--- config.mk ---
export PLATFORM = sky130hd
export DESIGN_NAME = div
export DESIGN_NICKNAME = d
export VERILOG_FILES = /design/src/rtl/div_pkg.sv /design/src/rtl/div.sv
export SDC_FILE = /design/constraint.sdc
export NUM_CORES = 1
export LEC_CHECK = 0
export CORE_ASPECT_RATIO = 1.1
export CORE_MARGIN = 2
export CORE_UTILIZATION = 57
export CTS_CLUSTER_DIAMETER = 60
export DETAILED_ROUTE_END_ITERATION = 8
export PLACE_DENSITY = 0.81
export SLEW_MARGIN = 20
export SYNTH_ARGS = -nofsm -noshare
export SYNTH_HDL_FRONTEND = slang
export SYNTH_SLANG_ARGS = --single-unit
--- constraint.sdc ---
create_clock -name clk -period 4.45 [get_ports clk]
set_clock_uncertainty 0.15 [all_clocks]
set_input_delay 0.89 -clock clk [delete_from_list [all_inputs] [get_ports clk]]
set_output_delay 0.89 -clock clk [all_outputs]
set_load 0.005 [all_outputs]
--- src/rtl/div_pkg.sv ---
// Shared definitions for the iterative divider: bus widths, handshake levels,
// FSM encodings and operand conditioning.
package div_pkg;

    localparam int REG_W   = 32;
    localparam int DREG_W  = 64;
    localparam int STEPS   = 32;
    localparam int CNT_W   = 6;

    localparam logic DIV_RESULT_READY     = 1'b1;
    localparam logic DIV_RESULT_NOT_READY = 1'b0;
    localparam logic DIV_START            = 1'b1;
    localparam logic DIV_STOP             = 1'b0;
    localparam logic DIV_ANNUL            = 1'b1;
    localparam logic DIV_NO_ANNUL         = 1'b0;

    typedef enum logic [1:0] {
        DivFree   = 2'b00,
        DivByZero = 2'b01,
        DivOn     = 2'b10,
        DivEnd    = 2'b11
    } div_state_e;

    // Magnitude of an operand; 0x80000000 maps onto itself, which is what
    // makes the most-negative / -1 case wrap cleanly.
    function automatic logic [REG_W-1:0] op_mag(input logic [REG_W-1:0] v,
                                                input logic             is_signed);
        return (is_signed && v[REG_W-1]) ? (~v + 1'b1) : v;
    endfunction

endpackage

--- src/rtl/div.sv ---
// Radix-2 restoring divider, 32 steps, signed/unsigned, with flush and
// divide-by-zero short path. Result is {remainder, quotient}.
module div
    import div_pkg::*;
(
    input  logic              clk,
    input  logic              rst,
    input  logic              signed_div_i,
    input  logic [REG_W-1:0]  opdata1_i,
    input  logic [REG_W-1:0]  opdata2_i,
    input  logic              start_i,
    input  logic              annul_i,
    output logic [DREG_W-1:0] result_o,
    output logic              ready_o
);

    div_state_e        state_q, state_d;
    logic [CNT_W-1:0]  cnt_q, cnt_d;
    logic [DREG_W:0]   dvd_q, dvd_d;
    logic [REG_W-1:0]  dvs_q, dvs_d;
    logic              negq_q, negq_d;
    logic              negr_q, negr_d;
    logic              ready_d;
    logic [DREG_W-1:0] result_d;

    logic [REG_W:0]    diff;
    logic [REG_W-1:0]  quot, rem;

    // Compare the full 33-bit partial remainder so divisors >= 2^31 work.
    assign diff = dvd_q[DREG_W:REG_W] - {1'b0, dvs_q};
    assign quot = negq_q ? (~dvd_q[REG_W-1:0] + 1'b1) : dvd_q[REG_W-1:0];
    assign rem  = negr_q ? (~dvd_q[DREG_W:REG_W+1] + 1'b1) : dvd_q[DREG_W:REG_W+1];

    always_ff @(posedge clk or negedge rst) begin
        if (!rst) begin
            state_q  <= DivFree;
            cnt_q    <= '0;
            dvd_q    <= '0;
            dvs_q    <= '0;
            negq_q   <= 1'b0;
            negr_q   <= 1'b0;
            ready_o  <= DIV_RESULT_NOT_READY;
            result_o <= '0;
        end else begin
            state_q  <= state_d;
            cnt_q    <= cnt_d;
            dvd_q    <= dvd_d;
            dvs_q    <= dvs_d;
            negq_q   <= negq_d;
            negr_q   <= negr_d;
            ready_o  <= ready_d;
            result_o <= result_d;
        end
    end

    always_comb begin
        state_d  = state_q;
        cnt_d    = cnt_q;
        dvd_d    = dvd_q;
        dvs_d    = dvs_q;
        negq_d   = negq_q;
        negr_d   = negr_q;
        ready_d  = DIV_RESULT_NOT_READY;
        result_d = '0;

        case (state_q)
            DivFree: begin
                if (start_i == DIV_START && annul_i == DIV_NO_ANNUL) begin
                    if (opdata2_i == '0) begin
                        state_d = DivByZero;
                    end else begin
                        state_d = DivOn;
                        cnt_d   = '0;
                        dvd_d   = {{REG_W{1'b0}}, op_mag(opdata1_i, signed_div_i), 1'b0};
                        dvs_d   = op_mag(opdata2_i, signed_div_i);
                        negq_d  = signed_div_i & (opdata1_i[REG_W-1] ^ opdata2_i[REG_W-1]);
                        negr_d  = signed_div_i & opdata1_i[REG_W-1];
                    end
                end
            end

            DivByZero: begin
                // Zeroed datapath makes the DONE formatting yield an all-zero result.
                dvd_d  = '0;
                dvs_d  = '0;
                negq_d = 1'b0;
                negr_d = 1'b0;
                state_d = (annul_i == DIV_ANNUL) ? DivFree : DivEnd;
            end

            DivOn: begin
                if (annul_i == DIV_ANNUL) begin
                    state_d = DivFree;
                    cnt_d   = '0;
                    dvd_d   = '0;
                    dvs_d   = '0;
                    negq_d  = 1'b0;
                    negr_d  = 1'b0;
                end else begin
                    if (diff[REG_W])
                        dvd_d = {dvd_q[DREG_W-1:0], 1'b0};
                    else
                        dvd_d = {diff[REG_W-1:0], dvd_q[REG_W-1:0], 1'b1};
                    cnt_d = cnt_q + 1'b1;
                    if (cnt_q == CNT_W'(STEPS - 1))
                        state_d = DivEnd;
                end
            end

            DivEnd: begin
                if (start_i == DIV_START) begin
                    ready_d  = DIV_RESULT_READY;
                    result_d = {rem, quot};
                end else begin
                    state_d = DivFree;
                    cnt_d   = '0;
                    dvd_d   = '0;
                    dvs_d   = '0;
                    negq_d  = 1'b0;
                    negr_d  = 1'b0;
                end
            end

            default: state_d = DivFree;
        endcase
    end

endmodule

==> results_dict.tcl, run 1 <==
set metrics [dict create \
    status "finished, final reports clean" \
    grt.overflow.total 0 \
    synth_fa_ha_area_share_pct 4.89 \
    cp_max_fo 5 \
    cts_sinks 172 \
    grt_usage_pct 27.4 \
    worst_pin_slew_ps 1040 \
    met3_length_mm 1.57 \
    drive_gt1_share_pct 5.19 \
    dp_hpwl_mm 19.8 \
    required_ps 4610 \
    ios 134 \
    synth_top_family_by_area "simple AND/OR/NAND/NOR gates" \
    worst_setup_path_end_kind "register" \
    cts_buffers 17 \
    synth_edf_count 0 \
    slew_headroom_pct 30.9 \
    final_max_slew_viol_count 0 \
    hold_class "primary input to asynchronous set/reset pin" \
    viasPerCell 5.86 \
    ys.flop_type "dfrtp_1" \
    yosys-mux-area-fraction_pct 2.61 \
    max_stage_delay_ps 560 \
    dpl-instance-area_um2 12700 \
    synthCells 1313 \
    ys_seq_area_share_pct 38.6 \
    syn_nets 1425 \
    synth_cell_types 68 \
    async_flop_share_pct 100 \
    drtAntennaViolNets 0 \
    fp-row-count 53 \
    die_area_um2 20700 \
    syn_to_final_growth_pct 18.9 \
    crit_top_cell "or4_4" \
    crit_buf_inv 1 \
    cap_violations 0 \
    clk_path_buf_depth 2 \
    ir_drop_mv 0.491 \
    cp.arrival_ps 4040 \
    synth_top_cell_area_share_pct 38.6 \
    fin_total_pwr_mw 8.04 \
    die_w_um 137 \
    insertion_delay_ps 430 \
    synth_xor_area_share_pct 11.1 \
    top_layer_used "met4" \
    leakage_nw 5.70 \
    routed_wl_mm 27.0 \
    synthTopCellsByCount "dfrtp_1 (172), nor2_1 (171), nand2_1 (158)" \
    grt_max_degree 73 \
    coreArea_um2 19200 \
    cts_hold_buf 0 \
    synth_area_leaders "dfrtp_1 (39%), xor2_1 (6.5%), nor2_1 (5.8%), o21ai_0 (5.6%), nand2_1 (5.3%)" \
    ys_ff_latch 172 \
    drt_iter0_drc 772 \
    max_freq_ghz 0.258 \
    r2r_setup_slack_ps 800 \
    vias 9817 \
    finish.instance_area_um2 13300 \
    rsz0062_at_grt "no" \
    grt_pass1_vias 9288 \
    portBuffers 133 \
    tns_ps 0 \
    grt_first_pass_wirelength_mm 45.3 \
    dr.pass1.iters 5 \
    clk_pin_slew_ps 70 \
    fin_nets 1527 \
    synth_compound_area_share_pct 18.6 \
    period_needed_ps 3880 \
    synth-simple-area-share_pct 19.7 \
    worstSetupPathType "primary input to register" \
    cts_max_level 4 \
    initial_utilization_pct 58.2 \
    drt-met1-wl_mm 12.3 \
    die_y_um 151 \
    diodes 0 \
    crit_family "simple AND/OR/NAND/NOR gates" \
    crit_chain "clkdlybuf4s50_1 -> or4_4 -> or3_4 -> or4_4 -> o41ai_4 -> nor3_1 -> and2_1 -> a221o_1" \
    utilization_pct 69.2 \
    cts_tree "done" \
    gp_congestion 0.926 \
    wl_met2_mm 12.8 \
    start_kind "primary input" \
    synth_most_common_cell "dfrtp_1" \
    hold_viol 0 \
    cpMaxStageDelayCell "or4_4" \
    antenna_found_initial 0 \
    drc 0 \
    finalSetupViolCount 0 \
    cts_resized 0 \
    wl_per_cell_um 16.2 \
    cts_setup_buffers 0 \
    yosys.area.top_type "dfrtp_1" \
    avgSynthCellArea_um2 8.50 \
    p_per_area_nw_per_um2 606 \
    fin_crit_sh_pct 87.2 \
    yosys_warnings 0 \
    clock_tree.root_cell "clkbuf_16" \
    netlist_area_um2 11200 \
]
==> report_power, final <==
part	total [mW]	switching (mW)	internal (mW)
Sequential	2.32	0.397	1.92
Clock	1.42	0.639	0.783
Combinational	4.30	2.53	1.76
Total	8.04	3.57	4.47
==> worst reg2reg max path, stage by stage (launching register included) <==
cell,delay [ps]
dfrtp_1,470
inv_1,200
fa_1,480
nand2b_1,180
a21oi_1,250
o21ai_0,200
nand2_1,190
a31o_2,250
a21boi_0,190
nor3_2,230
buf_4,380
mux2i_1,280
a22o_1,150
==> stage by stage <==
stage	setup WS (ps)	hold slack, ps	std cells
6_report	568	246	1674
5_1_grt	434	298	1674
4_1_cts	594	275	1674
3_5_place_dp	146	320	1643
3_3_place_gp	178	311	1643
2_1_floorplan	823	297	1313
==> final cells by class <==
type	instances	area (um2)
Sequential cell	172	4300
Timing Repair Buffer	150	1510
Inverter	57	214
Tap cell	247	309
Multi-Input combinational cell	1017	6370
Fill cell	1568	5900
Clock buffer	18	439
Clock inverter	13	118
==> worst paths after layout <==
path,depth (start not counted),to,startpoint
setup / recovery,8,dvd_q[59],opdata2_i[11]
hold / removal,1,dvs_q[11],rst
setup reg to reg,12,dvd_q[50],dvd_q[33]
hold reg to reg,2,dvs_q[4],dvs_q[4]
max in group asynchronous,2,dvd_q[12],rst
min in group clk,2,dvs_q[4],dvs_q[4]
==> metal layers <==
layer | up-vias | track usage (%)
met5 | - | 0
met4 | 0 | 6.80
met3 | 39 | 4.71
met2 | 300 | 44.1
met1 | 4685 | 38.5
li1 | 4793 | -
==> state kept, by name, summed over array words and instances (netlist names) <==
name      flops
dvd_q        65
result_o     64
dvs_q        32
cnt_q         6
state_q       2
negq_q        1
negr_q        1
ready_o       1
==> kinds of logic (layout without fill, tap and decap cells) <==
kind of cell | Yosys count | count (layout)
and+or+nand+nor | 477 | 477
AOI/OAI and AO/OA | 326 | 326
DFF | 172 | 172
xor gates and xnor gates | 142 | 142
buffers and inverters | 124 | 238
adders and majority gates | 43 | 43
muxes | 29 | 29
==> cells in the final DEF, fill, tap and decap left out, types with 5 or more instances in the layout <==
cell type          n
dfrtp_1          172
nand4_1            5
nand2b_1          12
ha_1              41
nor2b_1            7
xor2_1            83
o41ai_1           14
or2_2              6
and2_1            12
nand3_1           19
inv_1             57
mux2i_1           28
nor3_1            23
nand2_1          157
nor4_1             6
a21o_1            16
or3_1             14
a21oi_1           57
o21ai_0          125
or4_1             17
nor2_1           170
xnor2_1           59
clkinvlp_4         5
clkdlybuf4s50_1  132
buf_4             13
clkbuf_16         17
a31oi_1           13
o31ai_1           33
a221oi_1          25
and3_1             5
o211ai_1           7
No activity file was read; power rests on OpenSTA's default activity.
==> inputs of run 2 (changes only) <==
TNS_END_PERCENT = 5   (was not set)
==> results of run 2 <==
The final DEF is identical to that of run 1; final timing and power are the same.
==> inputs of run 3 (changes only) <==
CTS_BUF_LIST = sky130_fd_sc_hd__clkbuf_16   (was not set)
==> run 3 against run 2 <==
  * Routed wire length barely moved
  * Highest routed layer unchanged
  * Largest cell class unchanged
  * Critical path depth did not move
  * Non-clock buffer count did not move
  * Register-to-register slack barely moved
  * Power fell by 0.26%
  * Sequential share of layout area barely moved
  * Design area barely moved
  * First-iteration DRC count fell by 5.2%
  * Clock power barely moved
==> results_dict.tcl, run 3 (same netlist as run 1, synthesis figures left out) <==
set metrics [dict create \
    fillers 1570 \
    antenna_found_initial 0 \
    die_area_um2 20700 \
    worst_pin_slew_ps 1090 \
    r2r_setup_slack_ps 810 \
    cts_setup_buffers 0 \
    cts_hold_buf 0 \
    leakage_nw 5.69 \
    wl_per_cell_um 16.2 \
    regMostFlops "dvd_q" \
    r2r_cells 12 \
    viasPerCell 5.84 \
    crit_path_end "dvd_q[59]" \
    grt_first_pass_wirelength_mm 45.3 \
    fin_crit_sh_pct 87.2 \
    worstSetupPathType "primary input to register" \
    utilization_pct 69.2 \
    cts_sinks 172 \
    die_y_um 151 \
    largest_reg_flops 65 \
    drtAntennaViolNets 0 \
    clk_path_buf_depth 2 \
    grt_max_degree 73 \
    dpl_worst_slack_ps 146 \
    cts_tree "done" \
    cp_max_fo 5 \
    vias 9779 \
    drive_gt1_share_pct 5.12 \
    ios 134 \
    die_w_um 137 \
    crit_family "simple AND/OR/NAND/NOR gates" \
    cts_resized 0 \
    r2r_end "dvd_q[50]" \
    reg_top3 "dvd_q (65), result_o (64), dvs_q (32)" \
    rsz0062_at_grt "no" \
    insertion_delay_ps 430 \
    dr.pass1.iters 7 \
    p_per_area_nw_per_um2 605 \
    final_common_cell "dfrtp_1" \
    critPathLaunch "opdata2_i[11]" \
    grt_pass1_vias 9307 \
    crit_buf_inv 1 \
    max_freq_ghz 0.258 \
    fin_nets 1527 \
    coreArea_um2 19200 \
    cts_buffers 17 \
    drt_iter0_drc 732 \
    diodes 0 \
    routed_wl_mm 27.0 \
    clk_pin_slew_ps 70 \
    initial_utilization_pct 58.2 \
    cp.arrival_ps 4040 \
    status "finished, final reports clean" \
    required_ps 4610 \
    tns_ps 0 \
    crit_top_cell "or4_4" \
    crit_chain "clkdlybuf4s50_1 -> or4_4 -> or3_4 -> or4_4 -> o41ai_4 -> nor3_1 -> and2_1 -> a221o_1" \
    drc 0 \
    cap_violations 0 \
    setup_ws_ps 569 \
    final_max_slew_viol_count 0 \
    start_kind "primary input" \
    hold_viol 0 \
    worst_setup_path_end_kind "register" \
    max_stage_delay_ps 560 \
    clock_tree.root_cell "clkbuf_16" \
    portBuffers 133 \
    syn_to_final_growth_pct 18.8 \
    grt.overflow.total 0 \
    hold_class "primary input to asynchronous set/reset pin" \
    finalSetupViolCount 0 \
    cts_max_level 4 \
    hold_slack_ps 247 \
    ir_drop_mv 0.493 \
    period_needed_ps 3880 \
    worst-path-stages 8 \
    fp-row-count 53 \
    dp_hpwl_mm 19.8 \
    grt_usage_pct 27.4 \
    gp_congestion 0.926 \
    slew_headroom_pct 27.3 \
    cpMaxStageDelayCell "or4_4" \
    final_cell_mix "dfrtp_1 (172), nor2_1 (170), nand2_1 (157)" \
    r2r_start "dvd_q[33]" \
]
[run 3: cell count changes in the layout (fill, tap and decap cells not counted)]
cell      previous run  this run
clkbuf_8             1         0
clkinv_1             0         1
[run 3: worst register-to-register path: cells and delay by family (launching register included)]
kind / cells / cell delay [ps]
buf+inv: 2 / 570
simple gates: 3 / 600
mux: 1 / 280
flops: 1 / 480
fa+ha+maj: 1 / 480
compound gates: 5 / 1030
[run 3: per-stage QoR]
step	total power [mW]	cells	cell area, um2
6_report	8.02	1674	13300
5_1_grt	8.65	1674	13300
4_1_cts	7.99	1674	13300
3_5_place_dp	6.57	1643	12700
3_3_place_gp	6.48	1643	12700
2_1_floorplan	5.47	1313	11200
[run 3: area by class of cell]
class | count | area [um2] | area share, %
Clock buffer | 17 | 425 | 3.21
Clock inverter | 14 | 121 | 0.916
Inverter | 57 | 214 | 1.61
Multi-Input combinational cell | 1017 | 6370 | 48.1
Sequential cell | 172 | 4300 | 32.5
Tap cell | 247 | 309 | 2.33
Timing Repair Buffer | 150 | 1510 | 11.4
[run 3: report_power, final]
part / total (mW) / switching (mW) / internal, mW
sequential: 2.32 / 0.398 / 1.92
combinational: 4.29 / 2.53 / 1.76
clock: 1.40 / 0.638 / 0.766
total: 8.02 / 3.56 / 4.45
[run 3: how the worst min path moves through the flow]
stage             start        end  slack, ps  depth (start not counted)
2_1_floorplan  cnt_q[5]   cnt_q[5]        300                          1
3_3_place_gp   dvs_q[4]   dvs_q[4]        310                          2
3_5_place_dp   dvs_q[2]   dvs_q[2]        320                          2
4_1_cts             rst  dvs_q[12]        280                          1
5_1_grt             rst  dvs_q[11]        290                          1
6_report            rst  dvs_q[11]        250                          1
[run 3: metal layers]
layer / vias up / GRT usage (%) / wire (um)
met2: 302 / 44.1 / 12800
met4: 0 / 7.11 / 362
met3: 33 / 4.95 / 1500
met1: 4658 / 38.2 / 12400
li1: 4786 / - / -
met5: - / 0 / 0
